File: src/rtl/fetch_pkg.sv
// Shared types and constants for the instruction-fetch stage.
package fetch_pkg;

  typedef enum logic [1:0] {
    BOOT  = 2'd0,
    RUN   = 2'd1,
    FAULT = 2'd2
  } fetch_state_e;

  localparam logic [31:0] NOP_INST = 32'h0000_0013;
  localparam logic [31:0] PC_STEP  = 32'd4;

endpackage

File: src/rtl/fetch_pc_gen.sv
// Program counter register with hold / +4 / redirect next-PC selection.
// With FETCH_MISALIGN_CHK_EN a misaligned redirect target is flagged and not taken.
module fetch_pc_gen
  import fetch_pkg::*;
#(
  parameter logic [31:0] RESET_PC = 32'h0000_0000
) (
  input  logic        clk,
  input  logic        rst_n,
  input  logic        advance,
  input  logic        redirect_valid,
  input  logic [31:0] redirect_pc,
`ifdef FETCH_MISALIGN_CHK_EN
  output logic        redirect_misaligned,
`endif
  output logic [31:0] pc
);

  logic take_redirect;

`ifdef FETCH_MISALIGN_CHK_EN
  assign redirect_misaligned = (redirect_pc[1:0] != 2'b00);
  assign take_redirect       = redirect_valid && !redirect_misaligned;
`else
  assign take_redirect       = redirect_valid;
`endif

  // Low bits are forced to zero on every load so pc stays word aligned.
  always_ff @(posedge clk) begin
    if (!rst_n)
      pc <= {RESET_PC[31:2], 2'b00};
    else if (take_redirect)
      pc <= {redirect_pc[31:2], 2'b00};
    else if (advance)
      pc <= pc + PC_STEP;
  end

endmodule

File: src/rtl/fetch_unit.sv
// Instruction-fetch stage: boot/run FSM, registered fetch slot, decode handshake.
// Optional misaligned-redirect fault handling under FETCH_MISALIGN_CHK_EN.
module fetch_unit
  import fetch_pkg::*;
#(
  parameter logic [31:0] RESET_PC = 32'h0000_0000
) (
  input  logic        clk,
  input  logic        rst_n,
  input  logic        redirect_valid,
  input  logic [31:0] redirect_pc,
  output logic [31:0] imem_addr,
  input  logic [31:0] imem_inst,
  output logic        if_valid,
  input  logic        if_ready,
  output logic [31:0] if_pc,
  output logic [31:0] if_inst,
`ifdef FETCH_MISALIGN_CHK_EN
  output logic        misalign_fault,
  output logic [31:0] misalign_pc,
`endif
  output logic [31:0] if_pc4
);

  fetch_state_e state;
  logic [31:0]  pc;
  logic         load;
  logic         advance;
`ifdef FETCH_MISALIGN_CHK_EN
  logic         redirect_misaligned;
`endif

  assign load      = !if_valid || if_ready;
  assign advance   = (state == RUN) && load && !redirect_valid;
  assign imem_addr = pc;
  assign if_pc4    = if_pc + PC_STEP;

  fetch_pc_gen #(
    .RESET_PC            (RESET_PC)
  ) u_pc_gen (
    .clk                 (clk),
    .rst_n               (rst_n),
    .advance             (advance),
    .redirect_valid      (redirect_valid),
    .redirect_pc         (redirect_pc),
`ifdef FETCH_MISALIGN_CHK_EN
    .redirect_misaligned (redirect_misaligned),
`endif
    .pc                  (pc)
  );

  // Redirect wins over every state; the slot is flushed even if decode takes it.
  always_ff @(posedge clk) begin
    if (!rst_n) begin
      state    <= BOOT;
      if_valid <= 1'b0;
      if_pc    <= 32'h0;
      if_inst  <= NOP_INST;
`ifdef FETCH_MISALIGN_CHK_EN
      misalign_fault <= 1'b0;
      misalign_pc    <= 32'h0;
`endif
    end else if (redirect_valid) begin
      if_valid <= 1'b0;
`ifdef FETCH_MISALIGN_CHK_EN
      if (redirect_misaligned) begin
        state          <= FAULT;
        misalign_fault <= 1'b1;
        misalign_pc    <= redirect_pc;
      end else begin
        state          <= RUN;
        misalign_fault <= 1'b0;
      end
`else
      state <= RUN;
`endif
    end else begin
      case (state)
        BOOT: state <= RUN;
        RUN: begin
          if (load) begin
            if_valid <= 1'b1;
            if_pc    <= pc;
            if_inst  <= imem_inst;
          end
        end
        default: ;
      endcase
    end
  end

endmodule

File: config.mk
export PLATFORM = sky130hd
export DESIGN_NAME = fetch_unit
export DESIGN_NICKNAME = d
export VERILOG_FILES = /design/src/rtl/fetch_pkg.sv /design/src/rtl/fetch_pc_gen.sv /design/src/rtl/fetch_unit.sv
export SDC_FILE = /design/constraint.sdc
export NUM_CORES = 1
export LEC_CHECK = 0
export CAP_MARGIN = 20
export CORE_UTILIZATION = 44
export DETAILED_ROUTE_END_ITERATION = 6
export GPL_TIMING_DRIVEN = 0
export PLACE_DENSITY = 0.88
export SLEW_MARGIN = 20
export SYNTH_ARGS = -nofsm -noshare
export SYNTH_HDL_FRONTEND = slang
export SYNTH_HIERARCHICAL = 1
export SYNTH_SLANG_ARGS = --single-unit
File: constraint.sdc
create_clock -name clk -period 2.9 [get_ports clk]
set_input_delay 0.29 -clock clk [delete_from_list [all_inputs] [get_ports clk]]
set_output_delay 0.29 -clock clk [all_outputs]
set_load 0.1 [all_outputs]
# ---- Word-level counts from Yosys, hierarchy flattened
# Index checks and enable logic that the tools add are counted.
dict set report word_totals {
  reg_bits 98
  in_bits 68
  out_inout_bits 129
  word_cells 25
}
dict set report classes {
  n_addsub 2
  muxes 4
  n_bitwise 2
  reduce_logical 11
}
# op count
set op_table {}
lappend op_table {{$add A32 B3 Y32 const B} 2}
lappend op_table {{$mux W32} 2}
lappend op_table {{$reduce_bool A2 Y1} 2}
lappend op_table {{$reduce_and A3 Y1} 1}
lappend op_table {{$logic_and A1 B1 Y1} 2}
lappend op_table {{$logic_not A1 Y1} 2}
lappend op_table {{$logic_not A2 Y1} 1}
lappend op_table {{$mux W1} 2}
lappend op_table {{$not A1 Y1} 2}
lappend op_table {{$reduce_and A2 Y1} 1}
lappend op_table {{$reduce_or A2 Y1} 1}
lappend op_table {{$logic_or A1 B1 Y1} 1}

# ---- Logic depth before layout (Yosys ltp)
dict set report depth {
  word_depth 6
  ltp_mapped 9
  depth_no_buf 7
}

# ---- Cells and area by module
# The synthesis kept the hierarchy.
# mod instances cells_per_inst area_each_um2
set by_module_without_submodules {}
lappend by_module_without_submodules {fetch_unit 1 379 3064.2}
lappend by_module_without_submodules {fetch_pc_gen 1 248 1923.1}

# ---- Worst setup path before layout
# No wires, ideal clock.
dict set report synth_path {
  path_type {register to output}
  from {register if_pc[5]}
  to {output if_pc4[29]}
  arrival_time_ns 3.742
  required_ns 2.610
  path_slack_ns -1.132
  path_stages_with_launch 5
  path_buffers 0
  cell_sequence {dfxtp_1 nand4_2 nor4_2 or4b_1 xnor2_1}
}
dict set report synth_between {
  elab_chain_cells 1
}
# item line
set synth_lines {}
lappend synth_lines {{start: declaration} fetch_unit.sv:16} ;# output logic [31:0] if_pc,
lappend synth_lines {{start signal: assignment} fetch_unit.sv:83} ;# if_pc <= pc;
lappend synth_lines {{$add A32 B3 Y32} fetch_unit.sv:36} ;# assign if_pc4 = if_pc + PC_STEP;
lappend synth_lines {{end: declaration} fetch_unit.sv:22} ;# output logic [31:0] if_pc4
# No other way between the ends.

# ---- Worst setup path after layout
dict set report layout_path {
  from {register if_pc[11]}
  to {output if_pc4[27]}
}
# Same word-level chain as after synthesis.

==> summary by stage <==
Final layout
The number of fill cells is 813. Leaving out fill and tap cells, the most frequent cell in the layout is clkdlybuf4s50_1. After routing the design area is 7790 µm². In the layout the commonest cells are clkdlybuf4s50_1 (170), nand2_1 (168), dfxtp_1 (69). The net count of the finished layout is 901. Once layout is complete, the utilization of the core stands at 0.712. Of the cells placed in the final design, the portion with a size suffix greater than 1 is 0.147.

The area growth from synthesis to layout is 56.1%. The number of antenna repair diodes is 0. The number of non-filler instances in the completed layout is 976.

STA
Measured against its own limit, the worst slew margin works out to 0.318. Static timing analysis puts the maximum clock frequency at 0.351 GHz. Final hold analysis gives a worst-case slack of 0.467 ns.

The clock arrives with 0.00770 ns of skew. Setup total negative slack on the finished layout was measured at 0 ns. In the finished design, the share of the clock period the worst path needs comes to 0.983. Setup repair after global routing could not meet its margin everywhere. The final number of hold-violating endpoints came to 0.

The final critical-path required period is 2.85 ns. Once routing completed, OpenROAD measured the worst setup slack at 0.0491 ns. The number of slew-limit violations in the final report is 0. Setup violations remaining at the end of the flow were counted as 0. For the pin with the worst max-slew slack, the measured transition is 1.02 ns.

GRT
The first global-routing pass estimated 27.5 mm of wire. Across every metal layer, demand over resource in global routing totals 0.300. The overflow left after global routing is 0. The via count of the first global-routing pass was 5524. The initial antenna violation count is 0. Entering global routing, the biggest net connects 17 pins.

Logic synthesis
Of the total synthesized cell area, the portion taken by XOR and XNOR cells is 0.0685. The register area share after synthesis is 0.385. The number of enable-type register cells in the synthesized netlist is 0.

The share of synthesized cell area in and, or, nand and nor gates is 0.313. Synthesis produced a netlist whose cell count is 627. The most common flop cell mapped by yosys is dfxtp_1. The number of warning messages in the yosys log is 6. The main combinational cell family by area after synthesis is simple AND/OR/NAND/NOR gates. The proportion of synthesized flip-flops having asynchronous set or reset is 0. Of the total synthesized cell area, the portion taken by full adders, half adders and majority gates is 0.00502. The number of flip-flops and latches in the synthesized netlist is 96. The cell area that synthesis handed to floorplanning was 4990 µm². The count of cell types in the netlist is 53.

Dividing the synthesized area by the synthesized cell count gives 7.95 µm². The mux share of post-synthesis cell area is 0.00201. The fraction of the mapped netlist area in compound gates was 0.180.

CTS
In this run, CTS created clock tree buffers numbering 9. No sink is reached through more buffers than the 2 on the longest clock path. Clock latency on the worst-skew pair, taken at its later pin, is 0.35 ns. The maximum level of the CTS H-tree is 3. TritonCTS built the clock tree. The tree built by TritonCTS fans out to 96 sinks. Clock-pin slew was measured on the worst setup and hold paths at 0.07 ns. CTS placed an instance of clkbuf_16 at the clock tree root.

Power
The sum of internal, switching and leakage power is 3.81 mW. Summed over all cells, the static leakage comes to 2.96 nW. VDD sags by at most 0.000338 V. In this run the power density over the cells is 490 nW/µm².

Floorplanning
The die covers 11800 µm². The core region is 10900 µm². In this run the horizontal extent of the chip is 108 µm. The initial core utilization is 0.456.

The die span in y is 108 µm. After floorplanning, the core was divided into 38 placement rows. The count of pins on the block boundary is 197.

Critical path
The worst setup path is captured at an output port. STA puts the critical path data arrival time at 2.56 ns. The critical path start-end classification is flop to output port. The maximum fanout along the worst path is 8. The data required time of the critical path is 2.61 ns. STA classifies the critical path startpoint as a flop.

Detailed routing
The pre-antenna-repair detailed-routing pass consisted of 7 iterations. The total wirelength of the detailed-routed design is 17.7 mm. The count of routing violations after the opening detailed-route iteration is 414. In this run the remaining antenna-violating nets after routing total 0. For this run, design rule violations remaining after detail routing come to 0. In the routed layout, each cell is associated on average with a via count of 5.78. The average wire per cell in the routed design is 18.1 µm. The final route contains 5646 vias.

Placed design
The placed standard-cell area is 7410 µm². The worst-case setup slack after placement is -0.598 ns. The number of placed cells counting well taps is 960. The quantity of I/O buffers inserted on ports is 192. Once detailed placement completed, the half-perimeter wirelength came to 13.2 mm. The routability congestion estimate from global placement is 0.908.

Status
The run finished with clean final reports.

Run
The max-capacitance violation count is 0.

Hold path
The min-delay analysis places its worst path in the category flop to flop.
sequential cells by signal, indices dropped and copies added, names as in the netlist:
signal and count:
if_inst 32, if_pc 32, u_pc_gen/pc 30, if_valid 1
state 1
repair_timing:
action | in CTS | in global routing
buffers inserted | 0 | 1
pin swaps | 0 | 1
endpoints found under the setup margin | 23 | 16
resized for setup | 75 | 34
hold buffers | 0 | 0
cell type report:
| cell class | instances | area, µm² | area share |
|---|---|---|---|
| well taps | 140 | 175 | 0.0225 |
| inverters | 7 | 26.3 | 0.00337 |
| repair buffers | 193 | 1870 | 0.240 |
| multi-input cells | 479 | 3240 | 0.416 |
| clock buffers | 11 | 253 | 0.0325 |
| plain buffers | 45 | 201 | 0.0259 |
| clock inverters | 5 | 63.8 | 0.00820 |
| flip-flops and latches | 96 | 1960 | 0.251 |
logic make-up (layout without fill, tap and decap cells):
kind of cell / after synthesis / in the layout
and+or+nand+nor: 309 / 309
AOI/OAI and AO/OA: 126 / 126
DFF: 96 / 96
buffers and inverters: 53 / 261
xor gates and xnor gates: 39 / 39
adders and majority gates: 2 / 2
other: 1 / 2
muxes: 1 / 1
synth_stat cells, types with 5 or more instances:
master	instances	area, µm²
o211a_1	7	70.1
xor2_1	21	184
nor3_1	7	35.0
and3_1	8	50.1
nand4_1	22	138
inv_1	7	26.3
and4_1	6	52.6
buf_1	6	22.5
nor2_1	14	52.6
a21boi_0	61	458
nand3_1	29	145
a21oi_1	7	35.0
o21ai_0	23	115
nor4_2	5	62.6
clkbuf_1	34	128
nand2_1	168	631
xnor2_1	18	158
dfxtp_1	96	1920
nor4_1	12	75.1
nand2b_1	5	31.3
a31oi_1	6	37.5
a211oi_1	5	37.5
routing by layer:
metal	vias up	share of wire	track usage	routed length (µm)
li1	2611	-	-	-
met1	2684	0.38	0.362	6760
met2	288	0.51	0.505	9020
met3	63	0.070	0.0524	1240
met4	0	0.037	0.164	660
met5	-	0	0	0
worst max-delay path: stages, from the launching register on:
cell     delay [ns]
dfxtp_2        0.43
and4_1         0.23
nand2_1        0.38
nor4_2         0.59
xor2_4         0.16
buf_2          0.43
where the power goes:
| part | total (mW) | switching, mW | internal, mW | leakage, nW |
|---|---|---|---|---|
| registers | 1.50 | 0.112 | 1.39 | 0.800 |
| logic | 1.06 | 0.774 | 0.288 | 2.00 |
| clock network | 1.25 | 0.531 | 0.722 | 0.152 |
worst paths after layout:
path,from,endpoint,slack [ns],depth (start not counted)
worst max-delay path,if_pc[11],if_pc4[27],0.05,5
worst min-delay path,if_inst[5],if_inst[5],0.47,2
worst max register to register,if_valid,u_pc_gen/pc[21],0.48,8
worst min register to register,if_inst[5],if_inst[5],0.47,2
Note: power is estimated with default switching activity, not from simulation.
